$ cat src/rtl/time_display_scan.sv
// Six-digit multiplexed HH:MM:SS scanner for an active-low 7-segment display.
// Each frame is rendered from a snapshot taken when the digit index wraps.
module time_display_scan #(
    parameter int unsigned SCAN_DIV    = 50000,
    parameter int unsigned BLINK_TICKS = 100
) (
    input  logic       clk,
    input  logic       reset,
    input  logic [4:0] hours,
    input  logic [5:0] minutes,
    input  logic [5:0] seconds,
    input  logic       Mode24t12,
    input  logic       EditMode,
    input  logic [2:0] EditPos,
    input  logic [1:0] screen,
    output logic [6:0] seg,
    output logic [5:0] an,
    output logic       pm,
    output logic       frame_start
);

    localparam int unsigned PW = (SCAN_DIV > 1) ? $clog2(SCAN_DIV) : 1;
    localparam int unsigned BW = $clog2(BLINK_TICKS + 1);
    localparam logic [PW-1:0] PRE_MAX   = PW'(SCAN_DIV - 1);
    localparam logic [BW-1:0] BLINK_MAX = BW'(BLINK_TICKS - 1);
    localparam logic [6:0] SEG_DASH  = 7'b0111111;
    localparam logic [6:0] SEG_BLANK = 7'b1111111;

    logic [PW-1:0] presc_q;
    logic [2:0]    idx_q;
    logic          started_q;
    logic [BW-1:0] blink_cnt_q;
    logic          blink_q;
    logic [4:0]    snap_h_q;
    logic [5:0]    snap_m_q, snap_s_q;
    logic          snap_mode_q, snap_edit_q;
    logic [2:0]    snap_pos_q;
    logic [1:0]    snap_scr_q;

    logic          tick, wrap;
    logic [6:0]    seg_d;
    logic [5:0]    an_d;
    logic          pm_d;

    function automatic logic [3:0] tens_of(input logic [5:0] v);
        logic [5:0] q;
        q = v / 6'd10;
        return q[3:0];
    endfunction

    function automatic logic [3:0] units_of(input logic [5:0] v);
        logic [5:0] r;
        r = v % 6'd10;
        return r[3:0];
    endfunction

    function automatic logic [6:0] seg_of(input logic [3:0] d);
        case (d)
            4'd0:    return 7'b1000000;
            4'd1:    return 7'b1111001;
            4'd2:    return 7'b0100100;
            4'd3:    return 7'b0110000;
            4'd4:    return 7'b0011001;
            4'd5:    return 7'b0010010;
            4'd6:    return 7'b0000010;
            4'd7:    return 7'b1111000;
            4'd8:    return 7'b0000000;
            4'd9:    return 7'b0010000;
            default: return SEG_BLANK;
        endcase
    endfunction

    assign tick = (presc_q == PRE_MAX);
    // The very first tick after reset behaves as a wrap so a frame starts cleanly.
    assign wrap = tick && (!started_q || idx_q == 3'd5);

    always_comb begin
        logic [4:0] dh;
        logic       hour_ok, dash, blank;
        logic [3:0] hr_t, hr_u, val;

        hour_ok = (snap_h_q < 5'd24);
        dh      = snap_h_q;
        if (snap_mode_q) begin
            if (snap_h_q == 5'd0)       dh = 5'd12;
            else if (snap_h_q > 5'd12)  dh = snap_h_q - 5'd12;
        end
        hr_t  = tens_of({1'b0, dh});
        hr_u  = units_of({1'b0, dh});
        pm_d  = snap_mode_q && hour_ok && (snap_h_q >= 5'd12);

        dash  = 1'b0;
        blank = 1'b0;
        val   = 4'd0;
        case (idx_q)
            3'd0: begin
                dash  = !hour_ok;
                val   = hr_t;
                blank = hour_ok && snap_mode_q && (hr_t == 4'd0);
            end
            3'd1: begin dash = !hour_ok;             val = hr_u;               end
            3'd2: begin dash = (snap_m_q > 6'd59);   val = tens_of(snap_m_q);  end
            3'd3: begin dash = (snap_m_q > 6'd59);   val = units_of(snap_m_q); end
            3'd4: begin dash = (snap_s_q > 6'd59);   val = tens_of(snap_s_q);  end
            3'd5: begin dash = (snap_s_q > 6'd59);   val = units_of(snap_s_q); end
            default: blank = 1'b1;
        endcase

        if (snap_edit_q && blink_q &&
            (snap_pos_q == idx_q || (snap_pos_q == 3'd7 && idx_q < 3'd2)))
            blank = 1'b1;
        if (!started_q || snap_scr_q != 2'd0)
            blank = 1'b1;

        if (blank) begin
            seg_d = SEG_BLANK;
            an_d  = 6'b111111;
        end else begin
            seg_d = dash ? SEG_DASH : seg_of(val);
            an_d  = ~(6'b000001 << idx_q);
        end
    end

    always_ff @(posedge clk or posedge reset) begin
        if (reset) begin
            presc_q     <= '0;
            idx_q       <= 3'd0;
            started_q   <= 1'b0;
            blink_cnt_q <= '0;
            blink_q     <= 1'b0;
            snap_h_q    <= 5'd0;
            snap_m_q    <= 6'd0;
            snap_s_q    <= 6'd0;
            snap_mode_q <= 1'b0;
            snap_edit_q <= 1'b0;
            snap_pos_q  <= 3'd0;
            snap_scr_q  <= 2'd0;
            seg         <= SEG_BLANK;
            an          <= 6'b111111;
            pm          <= 1'b0;
            frame_start <= 1'b0;
        end else begin
            presc_q     <= tick ? '0 : presc_q + PW'(1);
            frame_start <= wrap;
            if (tick) begin
                idx_q     <= wrap ? 3'd0 : idx_q + 3'd1;
                started_q <= 1'b1;
                if (blink_cnt_q == BLINK_MAX) begin
                    blink_cnt_q <= '0;
                    blink_q     <= ~blink_q;
                end else begin
                    blink_cnt_q <= blink_cnt_q + BW'(1);
                end
            end
            if (wrap) begin
                snap_h_q    <= hours;
                snap_m_q    <= minutes;
                snap_s_q    <= seconds;
                snap_mode_q <= Mode24t12;
                snap_edit_q <= EditMode;
                snap_pos_q  <= EditPos;
                snap_scr_q  <= screen;
            end
            seg <= seg_d;
            an  <= an_d;
            pm  <= pm_d;
        end
    end

endmodule

$ cat config.mk
export PLATFORM = sky130hd
export DESIGN_NAME = time_display_scan
export DESIGN_NICKNAME = d
export VERILOG_FILES = /design/src/rtl/time_display_scan.sv
export SDC_FILE = /design/constraint.sdc
export NUM_CORES = 1
export LEC_CHECK = 0
export CORE_ASPECT_RATIO = 0.8
export CORE_MARGIN = 2
export CORE_UTILIZATION = 45
export CTS_CLUSTER_SIZE = 8
export DETAILED_ROUTE_END_ITERATION = 7
export GPL_ROUTABILITY_DRIVEN = 1
export PLACE_DENSITY = 0.65
export SKIP_CTS_REPAIR_TIMING = 1
export SKIP_LAST_GASP = 1
export SYNTH_ARGS = -nofsm -noshare
export SYNTH_HDL_FRONTEND = slang
export SYNTH_SLANG_ARGS = --single-unit
$ cat constraint.sdc
create_clock -name clk -period 4.4 [get_ports clk]
set_input_delay 0.88 -clock clk [delete_from_list [all_inputs] [get_ports clk]]
set_output_delay 0.88 -clock clk [all_outputs]
set_load 0.02 [all_outputs]
## Word-level counts from Yosys, hierarchy flattened

Memories as Yosys holds them, arrays and structs flattened.
Cells that the tools add are included.
W data, S select, Z words.

- Add/subtract/negate cells: 4
- Bitwise operators: 2
- Equal/unequal tests: 9
- Multiplexer cells: 14
- Shift operators: 1
- Reduce and logical (&&, ||, !) cells: 21
- Order comparisons: 6
- Div/mod/pow operators: 6

Operators by type and width:

| kind | count |
|---|---|
| $pmux W4 S6 | 1 |
| $mux W7 | 3 |
| $add A16 B1 Y16 const B | 1 |
| $eq A16 B16 Y1 const B | 1 |
| $mux W16 | 1 |
| $mux W5 | 3 |
| $div A6 B4 Y6 const B | 2 |
| $gt A6 B6 Y1 const B | 2 |
| $mod A6 B4 Y6 const B | 2 |
| $eq A3 B3 Y1 const B | 3 |
| $add A7 B1 Y7 const B | 1 |
| $eq A7 B7 Y1 const B | 1 |
| $logic_and A1 B1 Y1 | 7 |
| $div A5 B4 Y6 const B | 1 |
| $eq A3 B2 Y1 const B | 2 |
| $mod A5 B4 Y6 const B | 1 |
| $mux W6 | 1 |
| $not A6 Y6 | 1 |
| $reduce_or A2 Y1 | 3 |
| $shl A1 B3 Y6 const A | 1 |
| $ge A5 B4 Y1 const B | 1 |
| $gt A5 B4 Y1 const B | 1 |
| $logic_not A5 Y1 | 1 |
| $lt A5 B5 Y1 const B | 1 |
| 17 further kinds | 21 |

- Memories: 1
- ROM bits: 112
- Output and inout bits: 15
- Bits in registers: 67

Memories:

| name | words | width | read ports | clocked after Yosys merged registers in | write ports | line | source |
|---|---|---|---|---|---|---|---|
| (name not given) | 16 | 7 | 1 | 0 | 0 | 58 | `case (d)` |

## Longest topological paths before layout

Gate-level depths: netlist of run 1.

- Depth after elaboration: 11
- Depth in mapped cells: 19
- Depth with buffers taken out: 18

## Worst setup path after synthesis of run 1

No wires, ideal clock.

- Path kind: reg-to-reg
- Start: reg snap_h_q[2]
- End: reg seg[6]
- Path buffers: 0
- Data required time: 4,320 ps
- Stages on the path, launching flop included: 18
- Setup slack: 405 ps
- Arrival: 3,915 ps
- Library setup time: 80 ps
- Cells stage by stage: dfrtp_1 inv_1 ha_1 nor3b_2 or4_4 a21oi_2 nor2_1 ha_1 nand2b_1 o21a_1 or2_2 nor2_1 a21oi_1 ha_1 nor3b_1 o41ai_4 o41a_1 o22a_1

- Cells in the longest elaborated chain, start to end: 11
- Elaborated cells between the ends (all ways): 21
- Those cells by class: add/sub: 1; div: 2; order compare: 2; mux: 10; reduce/logical: 5; memory: 1

Ends and longest elaborated chain:

| item | line | source |
|---|---|---|
| start, declared | 34 | `logic [4:0] snap_h_q;` |
| start signal, assigned | 156 | `snap_h_q <= hours;` |
| parallel branches: the longest is 10 deep, another holds $mem_v2 Z16 W7 | -- |  |
| $mux W7 (*) | 115 | `if (blank) begin` |
| via seg_d[6] | 41 | `logic [6:0] seg_d;` |
| end signal, assigned | 164 | `seg <= seg_d;` |
| end, declared | 16 | `output logic [6:0] seg,` |

Mark *: on every way through the listed nets, which the timed path passes.
A chain may end at the register's enable or synchronous reset.

## Worst setup path in the final report of run 1

- Start: reg snap_h_q[2]
- End: reg seg[4]

The elaborated chain is that of the path after synthesis.

==> results of run 1 <==
state kept, by name, indices dropped and copies added (netlist names), 5 cells and up:
signal,flops
snap_h_q,5
snap_s_q,6
blink_cnt_q,7
presc_q,16
seg,7
an,6
snap_m_q,6
power groups by stage:
stage / clock network [mW] / logic (mW) / registers, mW
2_1_floorplan: 0 / 0.00907 / 0.628
3_3_place_gp: 0 / 0.0360 / 0.628
3_5_place_dp: 0 / 0.0362 / 0.628
4_1_cts: 0.720 / 0.0364 / 0.617
5_1_grt: 0.746 / 0.0393 / 0.616
6_report: 0.706 / 0.0348 / 0.617
layer usage:
metal  share of wire [%]  up-vias
li1                    -     1683
met1                  51     1653
met2                  42       92
met3                 5.1       13
met4                 1.4        0
met5                   0        -
worst reg2reg max path: stages (launching register included):
cell and delay (ps):
dfrtp_2 410, inv_1 90, ha_1 200, nor3b_2 180, or4_4 530, a21oi_4 210
nor2_1 70, ha_1 280, nand2b_1 190, o21a_1 170, or2_2 280, nor2_1 110
a21oi_1 50, ha_1 320, inv_1 60, a211oi_2 180, o31a_1 250, buf_4 180
mux2i_1 190, o32a_1 170
cell type report:
cell class	instances	share of cell area (%)
Clock inverter	7	1.33
Tap cell	115	2.82
Clock buffer	9	4.42
Inverter	19	1.40
Timing Repair Buffer	48	9.03
Multi-Input combinational cell	335	47.7
Sequential cell	67	33.3
synth_stat cells, drive strengths merged, types with 3 or more instances:
library cell and n:
a31oi 3, a32o 5, buf 10, inv 19, a21oi 20, nor2 34, o211ai 9, dfstp 13
or2 5, clkbuf 9, nand3 20, a21o 4, and2 4, xnor2 7, mux2i 6, nand2b 5
and3 13, o31ai 3, a32oi 3, mux2 25, nor3 7, nand2 49, a211oi 4, o21ai 28
o41a 3, nor3b 4, o22a 3, ha 20, nand4 4, xor2 11, dfrtp 54, o31a 3
stage by stage:
step                worst slack, ps  power (mW)  hold WS [ps]
finish                          211        1.36           448
global route                   28.7        1.40           461
CTS                            58.5        1.37           452
detailed placement             94.2       0.664           443
global placement                255       0.663           442
floorplan                       405       0.637           425
final timing paths:
kind	start	to	slack, ps	cells after the start
setup / recovery	snap_h_q[2]	seg[4]	210	19
hold / removal	presc_q[0]	presc_q[0]	450	1
setup reg to reg	snap_h_q[2]	seg[4]	210	19
hold reg to reg	presc_q[0]	presc_q[0]	450	1
max in group asynchronous	reset	idx_q[1]	2520	3
min in group asynchronous	reset	snap_h_q[2]	940	2
cells by family (layout without fill, tap and decap cells):
group           count (synthesis)  after routing  synth area share (%)
simple gates                  158            158                  18.5
compound gates                108            108                  19.9
flops                          67             67                  39.8
buf+inv                        38             83                  4.06
mux                            31             31                  8.20
fa+ha+maj                      20             20                  5.88
xor+xnor                       18             18                  3.70
==> qor.yml, run 1 <==
dr_total_vias: 3441
synthDistinctLibCells: 75
setup-violations-final: 0
max_stage_delay_ps: 530
hp-class: "flip-flop to flip-flop"
chipHeight_um: 91.0
track_usage_pct: 18.9
crit_fanout: 7
cap_violations: 0
register_area_sq_um: 1700
cts_max_level: 3
start_util_pct: 46.7
netlist_instances: 440
max-clock-path-buffers: 2
clockRootBuffer: "clkbuf_16"
dieArea_sq_um: 10300
met2_usage_pct: 27.1
p_leak_nw: 2.24
placed_cell_area_sq_um: 4750
multi_input_comb_area_sq_um: 2430
layout.nets: 526
tightest_slew_ps: 765
met1_usage_pct: 28.6
first_iter_violations: 131
syn_nets: 486
grt-ovfl-total: 0
layout_common_cells: "dfrtp_1 (51), nand2_1 (49), clkdlybuf4s50_1 (40)"
yosysWarnings: 0
dp_cells: 583
route.detailed.drc: 0
area_delta_synth_final_pct: 19.8
die_width_um: 113
slew_headroom_pct: 49.0
design_area_sq_um: 5100
drv_slew: 0
busiest_layer: "met1"
ant_nets: 0
avgSynthCellArea_sq_um: 9.67
required_ps: 4680
n_antenna_cell: 0
clkTransAtPathRegs_ps: 70
synthTopCellsByArea: "dfrtp_1 (32%), dfstp_2 (8.0%), mux2_2 (6.1%), ha_1 (5.9%), nand2_1 (4.3%)"
hold_viol: 0
async_reset_ff_share_pct: 100
outcome: "completed"
cts_num_sinks: 67
fin_skew_ps: 8.63
clkPwrFrac_pct: 52.0
port_buffers: 40
grt_start_max_net_pins: 41
drt_pass1_iterations: 4
p_int_mw: 1.03
fmax_mhz: 239
rsz0062_at_grt: "no"
swShare_pct: 23.8
worst_setup_path_start_kind: "flip-flop"
crit_slowest_cell: "or4_4"
coreArea_sq_um: 9110
synth-edff-count: 0
avgViaCountPerCell: 5.74
synth.top_cell.area_share_pct: 31.7
cts_buffers: 9
min_period_ps: 4190
rows: 31
arrival_ps: 4470
drive_gt1_share_pct: 20.0
final_util_pct: 55.9
layout_commonest_cell: "dfrtp_1"
fin_crit_sh_pct: 95.2
crit_path_end_kind: "flip-flop"
cp_cell_sequence: "inv_1 > ha_1 > nor3b_2 > or4_4 > a21oi_4 > nor2_1 > ha_1 > nand2b_1 > o21a_1 > or2_2 > nor2_1 > a21oi_1 > ha_1 > inv_1 > a211oi_2 > o31a_1 > buf_4 > mux2i_1 > o32a_1"
seq_area_frac_synth_pct: 39.8
hpwl_um: 6980
ys_ff_latch: 67
n_fill_cell: 819
routed_wl_um: 9360
synth_top_cell_by_area: "dfrtp_1"
layoutNonFillerInstCount: 600
clock_latency_ps: 340
crit_type: "flip-flop to flip-flop"
syn-cell-area_sq_um: 4260
ir_worst_vdd_uv: 164
comb_power_share_pct: 2.6
ys.flop_type: "dfrtp_1"
grt_pass1_vias: 3219
power_switching_mw: 0.324
tritoncts: "done"
pwr_density_cell_nw_per_um2: 266
setup_tns_ps: 0
grt_antenna_before_repair: 0
routabilityCongestion: 0.892
gr-usage-met3_pct: 3.81
cp_common_cell: "ha_1"
p_seq_share_pct: 45.4
grt_first_pass_wirelength_um: 15800
cpLargestDelayFamily: "simple AND/OR/NAND/NOR gates"
routed_wire_length_per_instance_um: 15.6
crit_buf_inv: 3
pin_count: 41
No activity file was read; power rests on OpenSTA's default activity.
==> inputs of run 2 (changes only) <==
--- a/config.mk
+++ b/config.mk
@@ -7,11 +7,10 @@
 export LEC_CHECK = 0
 export CORE_ASPECT_RATIO = 0.8
 export CORE_MARGIN = 2
-export CORE_UTILIZATION = 45
+export CORE_UTILIZATION = 30
 export CTS_CLUSTER_SIZE = 8
 export DETAILED_ROUTE_END_ITERATION = 7
 export GPL_ROUTABILITY_DRIVEN = 1
-export PLACE_DENSITY = 0.65
 export SKIP_CTS_REPAIR_TIMING = 1
 export SKIP_LAST_GASP = 1
 export SYNTH_ARGS = -nofsm -noshare
==> qor.yml, run 2 (synthesis gave the netlist of run 1 again) <==
routed_wire_length_per_instance_um: 15.1
drv_slew: 0
p_leak_nw: 2.23
die_width_um: 137
coreArea_sq_um: 13700
rows: 38
crit_fanout: 7
routed_wl_um: 10100
top_regs: "presc_q x16, blink_cnt_q x7, seg x7"
dr_total_vias: 3422
dp_cells: 647
setup-violations-final: 0
clock_latency_ps: 330
grt_pass1_vias: 3296
hp-class: "flip-flop to flip-flop"
required_ps: 4680
largest-register: "presc_q"
grt_first_pass_wirelength_um: 16800
largest_register_ffs: 16
grt_antenna_before_repair: 0
grt-ovfl-total: 0
avgViaCountPerCell: 5.15
clkTransAtPathRegs_ps: 60
p_seq_share_pct: 43.5
power_switching_mw: 0.287
finalPower_mw: 1.42
cts_num_sinks: 67
clkPwrFrac_pct: 54.0
min_period_ps: 4350
routabilityCongestion: 0.912
first_iter_violations: 271
pwr_density_cell_nw_per_um2: 272
drive_gt1_share_pct: 19.6
comb_power_share_pct: 2.5
crit_path_end_kind: "flip-flop"
cts_buffers: 9
chipHeight_um: 111
port_buffers: 40
hold_viol: 0
tightest_slew_ps: 739
p_int_mw: 1.13
start_util_pct: 31.1
setup_tns_ps: 0
swShare_pct: 20.2
layout_commonest_cell: "dfrtp_1"
hpwl_um: 7340
arrival_ps: 4630
dieArea_sq_um: 15200
layoutNonFillerInstCount: 665
layout.nets: 527
outcome: "completed"
drt_pass1_iterations: 4
crit_type: "flip-flop to flip-flop"
n_fill_cell: 1333
cts_max_level: 3
clockRootBuffer: "clkbuf_16"
fin_crit_sh_pct: 98.9
cap_violations: 0
slew_headroom_pct: 50.0
ir_worst_vdd_uv: 169
grt_start_max_net_pins: 51
route.detailed.drc: 0
worst_setup_path_start_kind: "flip-flop"
max-clock-path-buffers: 2
ant_nets: 0
fmax_mhz: 230
n_antenna_cell: 0
fin_skew_ps: 6.33
layout_common_cells: "dfrtp_1 (51), nand2_1 (49), clkdlybuf4s50_1 (40)"
area_delta_synth_final_pct: 22.5
tritoncts: "done"
track_usage_pct: 14.0
pin_count: 41
[run 2: final timing paths]
| kind | cells after the start | startpoint | slack (ps) | end |
|---|---|---|---|---|
| max | 19 | snap_h_q[2] | 50 | seg[4] |
| min | 1 | presc_q[0] | 450 | presc_q[0] |
| max reg2reg | 19 | snap_h_q[2] | 50 | seg[4] |
| min reg2reg | 1 | presc_q[0] | 450 | presc_q[0] |
| max in group asynchronous | 3 | reset | 2530 | idx_q[1] |
| min in group asynchronous | 2 | reset | 860 | pm |
[run 2: stage by stage]
stage	area (sq um)	utilization [%]	hold slack, ps	setup slack (ps)
final	5220	38.1	448	46.9
after global routing	5220	38.1	474	-122
after CTS	5140	37.6	452	4.68
after detailed placement	4830	35.3	445	37.8
after global placement	4830	35.3	444	203
after floorplan	4260	-	425	405
[run 2: layout make-up]
class	count	area (sq um)	area share (%)
clock inverters	6	90.1	1.73
flip-flops and latches	67	1700	32.5
well taps	180	225	4.32
clock buffers	9	225	4.32
inverters	19	71.3	1.37
repair buffers	49	468	8.97
multi-input cells	335	2440	46.8
[run 2: power groups by stage]
| stage | Clock [mW] | Combinational (mW) | Sequential [mW] |
|---|---|---|---|
| 2_1_floorplan | 0 | 0.00907 | 0.628 |
| 3_3_place_gp | 0 | 0.0364 | 0.628 |
| 3_5_place_dp | 0 | 0.0369 | 0.628 |
| 4_1_cts | 0.783 | 0.0370 | 0.617 |
| 5_1_grt | 0.811 | 0.0400 | 0.617 |
| 6_report | 0.766 | 0.0353 | 0.617 |
[run 2: metal layers]
layer	part of all wire, %	up-vias	routed length (um)	track usage [%]
li1	-	1678	-	-
met1	51	1637	5090	20.6
met2	43	90	4330	19.5
met3	4.4	17	444	3.17
met4	2.0	0	205	5.70
met5	0	-	0	0
[run 2: critical path, cell delays in order, from the launching register on]
cell	delay, ps
dfrtp_2	420
inv_1	90
ha_1	200
nor3b_2	190
or4_4	530
a21oi_4	210
nor2_1	70
ha_1	280
nand2b_1	190
o21a_1	180
or2_2	290
nor2_1	100
a21oi_1	50
ha_1	340
inv_1	50
a211oi_1	310
o31a_1	300
buf_4	160
mux2i_1	180
o32a_1	150
==> inputs of run 3 (changes only) <==
--- a/config.mk
+++ b/config.mk
@@ -7,10 +7,11 @@
 export LEC_CHECK = 0
 export CORE_ASPECT_RATIO = 0.8
 export CORE_MARGIN = 2
-export CORE_UTILIZATION = 30
+export CORE_UTILIZATION = 55
 export CTS_CLUSTER_SIZE = 8
 export DETAILED_ROUTE_END_ITERATION = 7
 export GPL_ROUTABILITY_DRIVEN = 1
+export PLACE_DENSITY = 0.77
 export SKIP_CTS_REPAIR_TIMING = 1
 export SKIP_LAST_GASP = 1
 export SYNTH_ARGS = -nofsm -noshare
==> qor.yml, run 3 (synthesis gave the netlist of run 1 again) <==
avgViaCountPerCell: 6.03
p_leak_nw: 2.18
max-clock-path-buffers: 2
dp_cells: 572
r2r_slack_ps: 200
clock_latency_ps: 360
cts_buffers: 9
grt_pass1_vias: 3338
cts_num_sinks: 67
r2r-end: "seg[0]"
area_delta_synth_final_pct: 17.4
worst_setup_path_start_kind: "flip-flop"
track_usage_pct: 24.8
n_antenna_cell: 0
drive_gt1_share_pct: 20.1
clockRootBuffer: "clkbuf_8"
r2r-start: "snap_h_q[3]"
coreArea_sq_um: 7460
ir_worst_vdd_uv: 188
routed_wire_length_per_instance_um: 16.5
dr_total_vias: 3574
port_buffers: 40
ant_nets: 0
layout_common_cells: "dfrtp_1 (51), nand2_1 (49), clkdlybuf4s50_1 (40)"
grt-ovfl-total: 0
worstHoldPathCells: 1
routed_wl_um: 9780
die_width_um: 102
crit_type: "flip-flop to flip-flop"
route.detailed.drc: 0
cts_max_level: 3
design_area_sq_um: 5000
placed_cell_area_sq_um: 4730
largest-register: "presc_q"
setup_tns_ps: 0
hp-class: "flip-flop to flip-flop"
tritoncts: "done"
layoutNonFillerInstCount: 593
grt_antenna_before_repair: 0
largest_register_ffs: 16
worstHoldStart: "presc_q[0]"
arrival_ps: 4460
fmax_mhz: 238
tightest_slew_ps: 778
top_regs: "presc_q x16, blink_cnt_q x7, seg x7"
pwr_density_cell_nw_per_um2: 227
grt_start_max_net_pins: 36
grt_first_pass_wirelength_um: 16200
hold_viol: 0
cap_violations: 0
worst_r2r_path_depth: 18
drv_slew: 0
crit_fanout: 5
min_period_ps: 4200
fin_crit_sh_pct: 95.5
crit_path_end_kind: "flip-flop"
layout_commonest_cell: "dfrtp_1"
rows: 28
setup-violations-final: 0
timing.hold.ws_ps: 465
outcome: "completed"
hpwl_um: 6980
chipHeight_um: 82.7
routabilityCongestion: 0.995
fin_skew_ps: 11.8
drt_pass1_iterations: 5
dieArea_sq_um: 8460
start_util_pct: 57.0
first_iter_violations: 179
clkTransAtPathRegs_ps: 90
slew_headroom_pct: 47.3
holdPathEnd: "presc_q[0]"
pin_count: 41
layout.nets: 529
required_ps: 4660
==> run 3: how the worst max path moves through the flow <==
stage                           start  endpoint  slack (ps)  depth (start not counted)
after floorplan           snap_h_q[2]    seg[6]         410                         17
after global placement    snap_h_q[2]    seg[5]         240                         18
after detailed placement  snap_h_q[2]    seg[6]          40                         17
after CTS                 snap_h_q[2]    seg[6]          20                         17
after global routing      snap_h_q[3]    seg[0]         -20                         19
final                     snap_h_q[3]    seg[0]         200                         18
==> run 3: layout make-up <==
class                      count  area (sq um)
inverter                      19          71.3
sequential                    67          1700
multi-input combinational    335          2430
fill                         592          2470
clock inverter                 7          58.8
tap                          105           131
timing repair buffer          51           483
clock buffer                   9           124
==> run 3: per-layer routing <==
| metal | wire [um] | global-route usage, % | part of all wire, % |
|---|---|---|---|
| met5 | 0 | 0 | 0 |
| met4 | 173 | 9.60 | 1.8 |
| met3 | 607 | 5.81 | 6.2 |
| met2 | 4410 | 37.8 | 45 |
| met1 | 4590 | 34.5 | 47 |
==> run 3: report_power, final <==
group	switching, mW	total, mW	leakage (nW)	internal (mW)
clock	0.272	0.486	0.0925	0.214
sequential	0	0.616	0.843	0.616
combinational	0.0147	0.0346	1.24	0.0200
==> run 3: per-stage QoR <==
stage	total power, mW	utilization (%)	setup slack, ps
after global routing	1.18	67.0	-18.7
after floorplan	0.637	-	405
final	1.14	67.0	197
after CTS	1.14	65.9	16.3
after detailed placement	0.663	63.4	41.2
after global placement	0.663	63.4	243
==> run 3: critical path: stages (launching register included) <==
cell and delay [ps]:
dfrtp_2 410, inv_1 80, ha_1 190, nor3b_2 180, o311ai_1 660, o31ai_4 130, ha_1 290, nand2b_1 190
o21a_1 170, or2_2 280, nor2_1 100, a21oi_1 50, ha_1 320, inv_1 60, a211oi_2 180, o31a_1 320
buf_4 180, mux2i_1 210, o211ai_1 100
